## config.mk

```make
export PLATFORM = sky130hd
export DESIGN_NAME = dmem_bridge
export DESIGN_NICKNAME = d
export VERILOG_FILES = /design/src/rtl/dmem_bridge.sv
export SDC_FILE = /design/constraint.sdc
export NUM_CORES = 1
export LEC_CHECK = 0
export ABC_AREA = 1
export BUFFER_PORTS_ARGS = -buffer_cell sky130_fd_sc_hd__buf_2
export CAP_MARGIN = 20
export CORE_UTILIZATION = 51
export DETAILED_ROUTE_END_ITERATION = 12
export PLACE_DENSITY = 0.85
export SLEW_MARGIN = 20
export SYNTH_ARGS = -nofsm -noshare
export SYNTH_HDL_FRONTEND = slang
export SYNTH_SLANG_ARGS = --single-unit
export TNS_END_PERCENT = 20
```

## constraint.sdc

```tcl
create_clock -name clk -period 4.4 [get_ports clk]
set_input_delay 0.88 -clock clk [delete_from_list [all_inputs] [get_ports clk]]
set_output_delay 0.88 -clock clk [all_outputs]
set_load 0.02 [all_outputs]
```

## src/rtl/dmem_bridge.sv

```systemverilog
// dmem_bridge: MEM-stage data-memory access unit. Turns the pipeline's
// MEM request into a registered req/ack bus transaction and stalls meanwhile.
//
// Ports:
//   clk, rst_n           clock, async active-low reset
//   mem_valid/ren/wen    MEM-stage access request
//   mem_addr, mem_dout   byte address and store data
//   mem_din              load data for WB capture
//   mem_stall            freeze IF..MEM while the access is incomplete
//   bus_req/we/addr/wdata registered bus request
//   bus_ack/rdata/err    bus completion, read data and error
//   err_misalign/bus/timeout  sticky error flags
//
// Optional: define DMEM_HIT_BUF_EN for a single-entry load hit buffer.
module dmem_bridge #(
    parameter int TIMEOUT = 16,
    parameter int CNT_W   = 8
) (
    input  logic        clk,
    input  logic        rst_n,
    input  logic        mem_valid,
    input  logic        mem_ren,
    input  logic        mem_wen,
    input  logic [31:0] mem_addr,
    input  logic [31:0] mem_dout,
    output logic [31:0] mem_din,
    output logic        mem_stall,
    output logic        bus_req,
    output logic        bus_we,
    output logic [31:0] bus_addr,
    output logic [31:0] bus_wdata,
    input  logic        bus_ack,
    input  logic [31:0] bus_rdata,
    input  logic        bus_err,
    output logic        err_misalign,
    output logic        err_bus,
    output logic        err_timeout
);

    typedef enum logic [1:0] {
        IDLE,
        BUSY,
        DONE
    } state_t;

    localparam logic [CNT_W-1:0] CNT_LAST = CNT_W'(TIMEOUT - 1);

    state_t           state;
    logic [CNT_W-1:0] cnt;
    logic [31:0]      din_q;
    logic             acc;
    logic             mis;
    logic             hit;

    assign acc = mem_valid & (mem_ren | mem_wen);
    assign mis = mem_addr[1:0] != 2'b00;

`ifdef DMEM_HIT_BUF_EN
    logic        buf_valid;
    logic [29:0] buf_addr;
    logic [31:0] buf_data;

    // Aligned pure load to the buffered word completes in IDLE.
    assign hit = (state == IDLE) & acc & ~mem_wen & ~mis
               & buf_valid & (mem_addr[31:2] == buf_addr);

    assign mem_din = hit ? buf_data : din_q;

    always_ff @(posedge clk or negedge rst_n) begin
        if (!rst_n) begin
            buf_valid <= 1'b0;
            buf_addr  <= '0;
            buf_data  <= '0;
        end else if (state == BUSY) begin
            if (bus_ack) begin
                if (bus_err) begin
                    buf_valid <= 1'b0;
                end else if (!bus_we) begin
                    buf_valid <= 1'b1;
                    buf_addr  <= bus_addr[31:2];
                    buf_data  <= bus_rdata;
                end else if (bus_addr[31:2] == buf_addr) begin
                    buf_data  <= bus_wdata;
                end
            end else if (cnt == CNT_LAST) begin
                buf_valid <= 1'b0;
            end
        end
    end
`else
    assign hit     = 1'b0;
    assign mem_din = din_q;
`endif

    always_comb begin
        mem_stall = 1'b0;
        unique case (state)
            IDLE:    mem_stall = acc & ~hit;
            BUSY:    mem_stall = 1'b1;
            default: mem_stall = 1'b0;
        endcase
    end

    always_ff @(posedge clk or negedge rst_n) begin
        if (!rst_n) begin
            state        <= IDLE;
            cnt          <= '0;
            din_q        <= '0;
            bus_req      <= 1'b0;
            bus_we       <= 1'b0;
            bus_addr     <= '0;
            bus_wdata    <= '0;
            err_misalign <= 1'b0;
            err_bus      <= 1'b0;
            err_timeout  <= 1'b0;
        end else begin
            unique case (state)
                IDLE: begin
                    if (acc && !hit) begin
                        if (!mis) begin
                            bus_addr  <= {mem_addr[31:2], 2'b00};
                            bus_we    <= mem_wen;
                            bus_wdata <= mem_dout;
                            bus_req   <= 1'b1;
                            cnt       <= '0;
                            state     <= BUSY;
                        end else begin
                            err_misalign <= 1'b1;
                            // stores leave the load data alone
                            if (!mem_wen) din_q <= '0;
                            state <= DONE;
                        end
                    end
                end
                BUSY: begin
                    cnt <= cnt + CNT_W'(1);
                    if (bus_ack) begin
                        bus_req <= 1'b0;
                        if (!bus_we)
                            din_q <= bus_err ? 32'h0 : bus_rdata;
                        if (bus_err) err_bus <= 1'b1;
                        state <= DONE;
                    end else if (cnt == CNT_LAST) begin
                        bus_req     <= 1'b0;
                        err_timeout <= 1'b1;
                        if (!bus_we) din_q <= '0;
                        state <= DONE;
                    end
                end
                DONE:    state <= IDLE;
                default: state <= IDLE;
            endcase
        end
    end

endmodule
```

Word level (Yosys, flattened, before mapping)

Index checks and enable logic that the tools add are counted.

Equality and inequality tests: 9
Reduce and logical (&&, ||, !) cells: 11
Bitwise gates (word level): 4
Add/sub/neg operators: 1
Multiplexer cells: 23

Operator list:

| cell                                                            | count |
|---|---|
| 32-bit 2-to-1 mux                                               | 8 |
| 32-bit case mux with 2 select lines                             | 1 |
| 8-bit 2-to-1 mux                                                | 2 |
| 8-bit case mux with 2 select lines                              | 1 |
| 3-bit AND reduction                                             | 5 |
| 3-bit inequality test, second input constant                    | 3 |
| 8-bit by 1-bit adder with 8-bit output, second input constant   | 1 |
| 8-bit by 4-bit == test with 1-bit output, second input constant | 1 |
| 2-bit 2-to-1 mux                                                | 4 |
| 2-bit inequality test, second input constant                    | 4 |
| 7-bit AND reduction                                             | 1 |
| 1-bit 2-to-1 mux                                                | 4 |
| 1-bit case mux with 2 select lines                              | 2 |
| 2-bit case mux with 2 select lines                              | 1 |
| 4-bit AND reduction                                             | 1 |
| 2-bit nonzero test                                              | 2 |
| 2-bit by 1-bit == test with 1-bit output, second input constant | 1 |
| 2-bit logical NOT                                               | 1 |
| 1-bit inverter                                                  | 2 |
| 2-bit AND reduction                                             | 1 |
| 1-bit bitwise AND                                               | 1 |
| 1-bit bitwise OR                                                | 1 |

Register bits after elaboration: 109
Input port bits: 103
Output and inout bits: 102
Logic and storage cells: 58

Depth between registers and ports, before layout

Gate-level depths: netlist (run 1).

Depth in word-level cells: 4
Gate-level depth with buffers: 10
Mapped depth without buffers: 9

Least setup slack after synthesis (run 1)

No wires, ideal clock.

Path type: input-to-output
From: input mem_wen
To: output mem_stall
Path buffers: 0
Path slack: 2.294 ns
Cell stages on the path: 4
Arrival time: 1.226 ns
Path through: inv_1 nand2_1 nand3_1 nand2_1

Cells in the longest elaborated chain, start to end: 3

Ends and longest elaborated chain:

| element                            | line | source |
|---|---|---|
| start, declared                    | 23   | `input logic mem_wen,` |
| 1-bit bitwise OR                   | 55   | `assign acc = mem_valid & (mem_ren \| mem_wen);` |
| 1-bit bitwise AND                  | 55   |  |
| 1-bit case mux with 2 select lines | 97   | `unique case (state)` |
| end, declared                      | 27   | `output logic mem_stall,` |

No other way between the ends.

Worst setup path after layout (run 1)

Ends and elaborated chain as after synthesis.

==> summary.md, run 1 <==
| Metric | Value |
|---|---|
| Outcome | `finished clean` |
| GR Util All Layers | `0.236` |
| Grt ovf | `0` |
| Filler cells | `710` |
| Yosys warnings | `0` |
| CTS Buf Count | `9` |
| Worst VDD drop | `416 uV` |
| Post-synthesis cell area | `0.00478 sq mm` |
| Nets | `857` |
| Core Area | `0.00889 sq mm` |
| Max-Cap Viols | `0` |
| Worst hold start | `err_bus` |
| Setup WS pre-CTS | `1.94 ns` |
| Fraction of registers with async set/reset | `1.00` |
| Worst min-delay path class | `reg2reg` |
| Origin of the worst setup path | `mem_wen` |
| Vias in the first global route | `4074` |
| Final setup viols | `0` |
| Total wire length | `11200 um` |
| Register area | `0.00273 sq mm` |
| Initial antenna violation count | `0` |
| Largest net degree at the start of global routing | `128` |
| R2r startpoint | `cnt[0]` |
| Die height | `98.8 um` |
| IO Pins | `205` |
| Mean Syn Cell Area | `8.48 sq um` |
| Worst-margin pin slew | `1.00 ns` |
| Antenna diode count | `0` |
| Final cycle utilization of the critical path | `0.525` |
| Nature of the critical path startpoint | `input pin` |
| Share of cells above drive strength 1 | `0.313` |
| Max Slew Vio Count | `0` |
| Most used flip-flop cell after synthesis | `dfrtp_1` |
| Cells after synthesis | `564` |
| Placed cell count | `849` |
| Fin crit period | `2.31 ns` |
| Sequential cell area fraction in the yosys report | `0.571` |
| Synth cell count leaders | `nand2_1 (148), dfrtp_1 (109), inv_1 (103)` |
| Data arrival time of the worst path | `1.43 ns` |
| Rel. slew slack | `0.332` |
| Leakage power | `0.00374 uW` |
| Pre-antenna DRT Iters | `4` |
| DR DRC count | `0` |
| Final hold viol count | `0` |
| Worst path slowest cell | `buf_2` |
| Cts hold-fix bufs | `0` |
| Worst path required time | `3.52 ns` |
| Vias/cell | `4.89` |
| CP endpoint kind | `output pin` |
| Largest stage delay, worst path | `0.16 ns` |
| Multi-input gate area | `0.00150 sq mm` |
| Antenna Nets Post-Route | `0` |
| Placed wire-length estimate | `8050 um` |
| Top cells by area, synth | `dfrtp_1 (57%), nand2_1 (12%), inv_1 (8.1%)` |
| # rows | `34` |
| Critical path class | `in2out` |
| Setup TNS | `0 ns` |
| CTS H-tree lvls | `3` |
| Post-synthesis cell type count | `27` |
| Port bufs | `202` |
| Clock skew | `0.0112 ns` |
| Crit-path cells | `buf_2 > inv_1 > nand2_1 > nand3_1 > nand2_1 > buf_2` |
| Starting Density | `0.538` |
| Clk sinks | `109` |
| DIE WIDTH | `98.8 um` |
| Root Buffer | `clkbuf_8` |
| Clock tree buffer depth | `2` |
| Top cell type's share of synthesized area | `0.571` |
| First-pass GRT wire length | `18300 um` |
| Clock latency on the worst-skew pair | `0.36 ns` |
| RSZ-0062 raised after global routing | `false` |
| Flops & latches, synth | `109` |
| Final worst slack | `2.09 ns` |
| Post-synth top area cell | `dfrtp_1` |
| P per Cell Area | `578 mW/mm^2` |
| Final cell count without fillers | `866` |
| Vias | `4233` |
| Clock transition at path regs | `0.10 ns` |
| Top-count cell post-synth | `nand2_1` |
| CP Max Fanout | `3` |
| Starting DRT DRC Count | `139` |
| Post-Route Utilization | `0.677` |
| Post-synth EDFFs | `0` |
| Gpl congestion | `0.819` |
| Post-CTS setup buffers | `0` |
| Die ar. | `0.00977 sq mm` |
| DR WL/cell | `12.9 um` |
| CTS tree | `done` |
| Post-CTS sizing | `0` |
| Synth-to-layout area growth | `25.9%` |
| Fmax | `433 MHz` |
-- layout by cell type (no fill, tap or decap), types with 3 or more instances in the layout --
cell | Yosys | final
nand4_1 | 3 | 3
o21ai_1 | 5 | 5
buf_2 | 7 | 201
nand2_1 | 148 | 148
inv_1 | 103 | 103
dfrtp_1 | 109 | 109
clkbuf_8 | 0 | 9
nor2_1 | 38 | 38
o21ai_0 | 68 | 68
xor2_1 | 3 | 3
nand3_1 | 38 | 38
nand2_2 | 5 | 5
-- cells by family (layout without fill, tap and decap cells) --
kind of cell | after synthesis | count (layout) | synth area share
xor+xnor | 3 | 3 | 0.00550
compound gates | 78 | 78 | 0.0874
fa+ha+maj | 1 | 1 | 0.00262
flops | 109 | 109 | 0.571
other cells | 1 | 2 | 0.000784
simple gates | 239 | 239 | 0.216
buf+inv | 133 | 326 | 0.117
-- registers in the layout, indices dropped and copies added (netlist names) --
name          cells
bus_addr         30
bus_req           1
bus_wdata        32
bus_we            1
cnt               8
err_bus           1
err_misalign      1
err_timeout       1
mem_din          32
state             2
-- layer usage --
metal	global-route usage	wire (um)
met2	0.393	5510
met1	0.293	4520
met5	0	0
met4	0.0850	200
met3	0.0709	975
-- worst paths after layout --
kind	to	slack, ns	cells after the start
setup / recovery	mem_stall	2.09	6
hold / removal	err_bus	0.47	1
setup reg to reg	mem_din[24]	2.19	7
hold reg to reg	err_bus	0.47	1
max in group asynchronous	bus_wdata[4]	3.03	2
min in group asynchronous	err_bus	0.58	1
-- where the power goes --
part           internal, uW  switching (uW)  total (uW)  leakage [uW]
clock network           323             348         671      0.000106
logic                   416             870        1290       0.00221
registers              1330             192        1520       0.00142
-- critical path: cells and delay by family --
family	cells	cell delay (ns)
simple gates	3	0.23
buf+inv	3	0.33
-- layout make-up --
cell class                      instances  share of cell area
Multi-Input combinational cell        323               0.249
Sequential cell                       109               0.453
Inverter                              105              0.0655
Timing Repair Buffer                  205               0.173
Clock buffer                            9              0.0206
Tap cell                              108              0.0225
Clock inverter                          7              0.0162
-- metrics by stage --
step | area (sq um) | hold WS (ns) | power (uW)
6_report | 6020 | 0.471 | 3480
4_1_cts | 6000 | 0.475 | 3510
2_1_floorplan | 4780 | 0.487 | 2330
3_3_place_gp | 5780 | 0.447 | 2760
3_5_place_dp | 5780 | 0.452 | 2830
5_1_grt | 6020 | 0.483 | 3700
Note: power is estimated with default switching activity, not from simulation.
==> inputs of run 2 (changes only) <==
--- a/config.mk
+++ b/config.mk
@@ -8,9 +8,9 @@
 export ABC_AREA = 1
 export BUFFER_PORTS_ARGS = -buffer_cell sky130_fd_sc_hd__buf_2
 export CAP_MARGIN = 20
-export CORE_UTILIZATION = 51
+export CORE_UTILIZATION = 48
 export DETAILED_ROUTE_END_ITERATION = 12
-export PLACE_DENSITY = 0.85
+export PLACE_DENSITY = 0.8
 export SLEW_MARGIN = 20
 export SYNTH_ARGS = -nofsm -noshare
 export SYNTH_HDL_FRONTEND = slang
==> constraint.sdc (replaced) <==
create_clock -name clk -period 2.34 [get_ports clk]
set_input_delay 0.468 -clock clk [delete_from_list [all_inputs] [get_ports clk]]
set_output_delay 0.468 -clock clk [all_outputs]
set_load 0.02 [all_outputs]
==> run 2 against run 1 <==
  * Register-to-register slack got worse by 1.7 ns
  * Final area increased by 1.0%
  * Clock power increased by 65%
  * First-iteration DRC count decreased by 13%
  * Utilization decreased by 5.2 points
  * Count of clock-buffer cells in the layout increased by 2
  * Non-clock buffer count increased by 5
  * Critical path type is now reg2reg
  * Largest power group unchanged
==> summary.md, run 2 (same netlist as run 1, synthesis figures left out) <==
| Metric | Value |
|---|---|
| Port bufs | `202 (unchanged)` |
| Max-Cap Viols | `0 (unchanged)` |
| Final hold viol count | `0 (unchanged)` |
| Antenna Nets Post-Route | `0 (unchanged)` |
| Final worst slack | `0.529 ns (-1.56 ns)` |
| Setup WS pre-CTS | `0.531 ns (-1.41 ns)` |
| Data arrival time of the worst path | `2.08 ns (+0.65 ns)` |
| Crit-path cells | `ha_1 > nand3_4 > nor2_8 > nor2_4 > nor2_8 > nand2_4 > nand2_1 > nand2_1` |
| Final cycle utilization of the critical path | `0.774` |
| Vias/cell | `4.64 (-5.1%)` |
| Final setup viols | `0 (unchanged)` |
| Largest net degree at the start of global routing | `129 (+0.78%)` |
| Placed cell count | `879 (+3.5%)` |
| Core Area | `0.00973 sq mm (+9.4%)` |
| Filler cells | `848 (+19%)` |
| Critical path class | `reg2reg` |
| DIE WIDTH | `102 um (+3.0%)` |
| Antenna diode count | `0 (unchanged)` |
| Fmax | `552 MHz` |
| Worst hold margin | `0.327 ns (-0.144 ns)` |
| Share of cells above drive strength 1 | `0.316 (+0.00319)` |
| Clock power share | `0.174 (-0.019)` |
| Hold path cells | `3 (+2)` |
| P per Cell Area | `1050 mW/mm^2 (+82%)` |
| Leakage power | `0.00375 uW (+0.40%)` |
| Clock latency on the worst-skew pair | `0.37 ns (about the same)` |
| Tot Pwr | `6380 uW (+84%)` |
| Vias | `4156 (-1.8%)` |
| Worst min-delay path class | `in2reg` |
| Most frequent cells in the layout | `buf_2 (201), nand2_1 (148), dfrtp_1 (109), inv_1 (103), o21ai_0 (68)` |
| GR Util All Layers | `0.212 (-0.0238)` |
| Starting DRT DRC Count | `121 (-13%)` |
| Grt met3 use | `0.0587 (-0.0123)` |
| Part of the power in registers | `0.449 (+0.012)` |
| M2 GR Usage | `0.354 (-0.0387)` |
| CP endpoint kind | `flip-flop` |
| CTS H-tree lvls | `3 (unchanged)` |
| # rows | `36 (+5.9%)` |
| DR WL/cell | `12.1 um (-6.7%)` |
| Register area | `0.00273 sq mm (unchanged)` |
| Worst path required time | `2.61 ns (-0.91 ns)` |
| Commonest non-fill, non-tap cell in the layout | `buf_2` |
| Die ar. | `0.0104 sq mm (+6.1%)` |
| R2R cell count | `8 (+1)` |
| Placed wire-length estimate | `7900 um (-1.9%)` |
| GRT busiest layer | `met2` |
| GR Util met1 | `0.263 (-0.0302)` |
| Die height | `102 um (+3.0%)` |
| Clock tree buffer depth | `2 (unchanged)` |
| DR DRC count | `0 (unchanged)` |
| Clock skew | `0.0192 ns (+0.00793 ns)` |
| Nets | `862 (+0.58%)` |
| RSZ-0062 raised after global routing | `false` |
| CP Max Fanout | `32 (+29)` |
| Multi-input gate area | `0.00150 sq mm (unchanged)` |
| Outcome | `finished clean` |
| Sw Ratio | `0.412 (+0.00690)` |
| CTS Buf Count | `9 (unchanged)` |
| Pre-antenna DRT Iters | `4 (unchanged)` |
| Grt ovf | `0 (unchanged)` |
| Root Buffer | `clkbuf_8` |
| Setup TNS | `0 ns (unchanged)` |
| Worst path buffer plus inverter count | `0 (-3)` |
| CTS tree | `done` |
| Vias in the first global route | `3887 (-4.6%)` |
| Total wire length | `10800 um (-3.4%)` |
| Top delay family on crit path | `simple AND/OR/NAND/NOR gates` |
| Int Pwr | `3750 uW (+81%)` |
| Logic pwr share | `0.377 (+0.007)` |
| IO Pins | `205 (unchanged)` |
| Synth-to-layout area growth | `27.2%` |
| Final cell count without fillers | `896 (+3.5%)` |
| First-pass GRT wire length | `17100 um (-6.7%)` |
| WP depth | `8 (+2)` |
| Clock transition at path regs | `0.11 ns (about the same)` |
| Switching pwr | `2630 uW (+87%)` |
| Worst VDD drop | `732 uV (+76%)` |
| Gpl congestion | `0.852 (+4.0%)` |
| Starting Density | `0.491 (-0.0463)` |
| Largest stage delay, worst path | `0.40 ns (+0.24 ns)` |
| Worst path slowest cell | `dfrtp_1` |
| Fin crit period | `1.81 ns` |
| Max Slew Vio Count | `0 (unchanged)` |
| Clk sinks | `109 (unchanged)` |
| Nature of the critical path startpoint | `flip-flop` |
| Initial antenna violation count | `0 (unchanged)` |
[run 2: changes by cell type in the layout (fill, tap and decap cells not counted), sizes merged]
cell,change
bufinv,-2
buf,+4
clkbuf,+2
clkinv,-1
clkinvlp,+1
dlygate4sd3,+1
[run 2: what timing repair did]
action                                  CTS  global route
gates resized for setup                   0             0
buffers inserted                          0             0
endpoints found under the setup margin    0             0
endpoints found under the hold margin    10             0
hold buffers                              1             0
[run 2: path summary, 6_finish.rpt]
path                         startpoint           end  slack (ns)
setup / recovery                 cnt[0]   mem_din[22]        0.53
hold / removal             mem_addr[11]  bus_addr[11]        0.33
setup reg to reg                 cnt[0]   mem_din[22]        0.53
hold reg to reg             mem_din[21]   mem_din[21]        0.48
max in group asynchronous         rst_n  bus_addr[18]        1.11
min in group asynchronous         rst_n   err_timeout        0.57
[run 2: power groups by stage]
stage / Clock [uW] / Sequential [uW] / Combinational [uW]
floorplan: 0 / 3600 / 778
global route: 1200 / 2940 / 2650
detailed placement: 0 / 2890 / 2450
CTS: 1140 / 2870 / 2440
global placement: 0 / 2850 / 2370
finish: 1110 / 2870 / 2410
[run 2: final cells by class]
class                   instances  share of cell area
multi-input cells             323               0.246
repair buffers                210               0.181
well taps                     133              0.0274
inverters                     105              0.0648
clock buffers                  11              0.0249
flip-flops and latches        109               0.449
clock inverters                 5             0.00700
[run 2: stage by stage]
stage / util / instance area [sq um]
floorplan: - / 4780
global placement: 0.604 / 5880
detailed placement: 0.604 / 5880
CTS: 0.625 / 6080
global route: 0.625 / 6080
finish: 0.625 / 6080
[run 2: worst reg2reg max path: cells and delay by family, from the launching register on]
kind / cells / cell delay [ns]
fa+ha+maj: 1 / 0.28
simple gates: 7 / 1.04
flops: 1 / 0.40
[run 2: layer usage]
layer	routed length (um)	up-vias
met5	0	-
met4	194	0
li1	-	2081
met2	5050	173
met1	4660	1884
met3	902	18
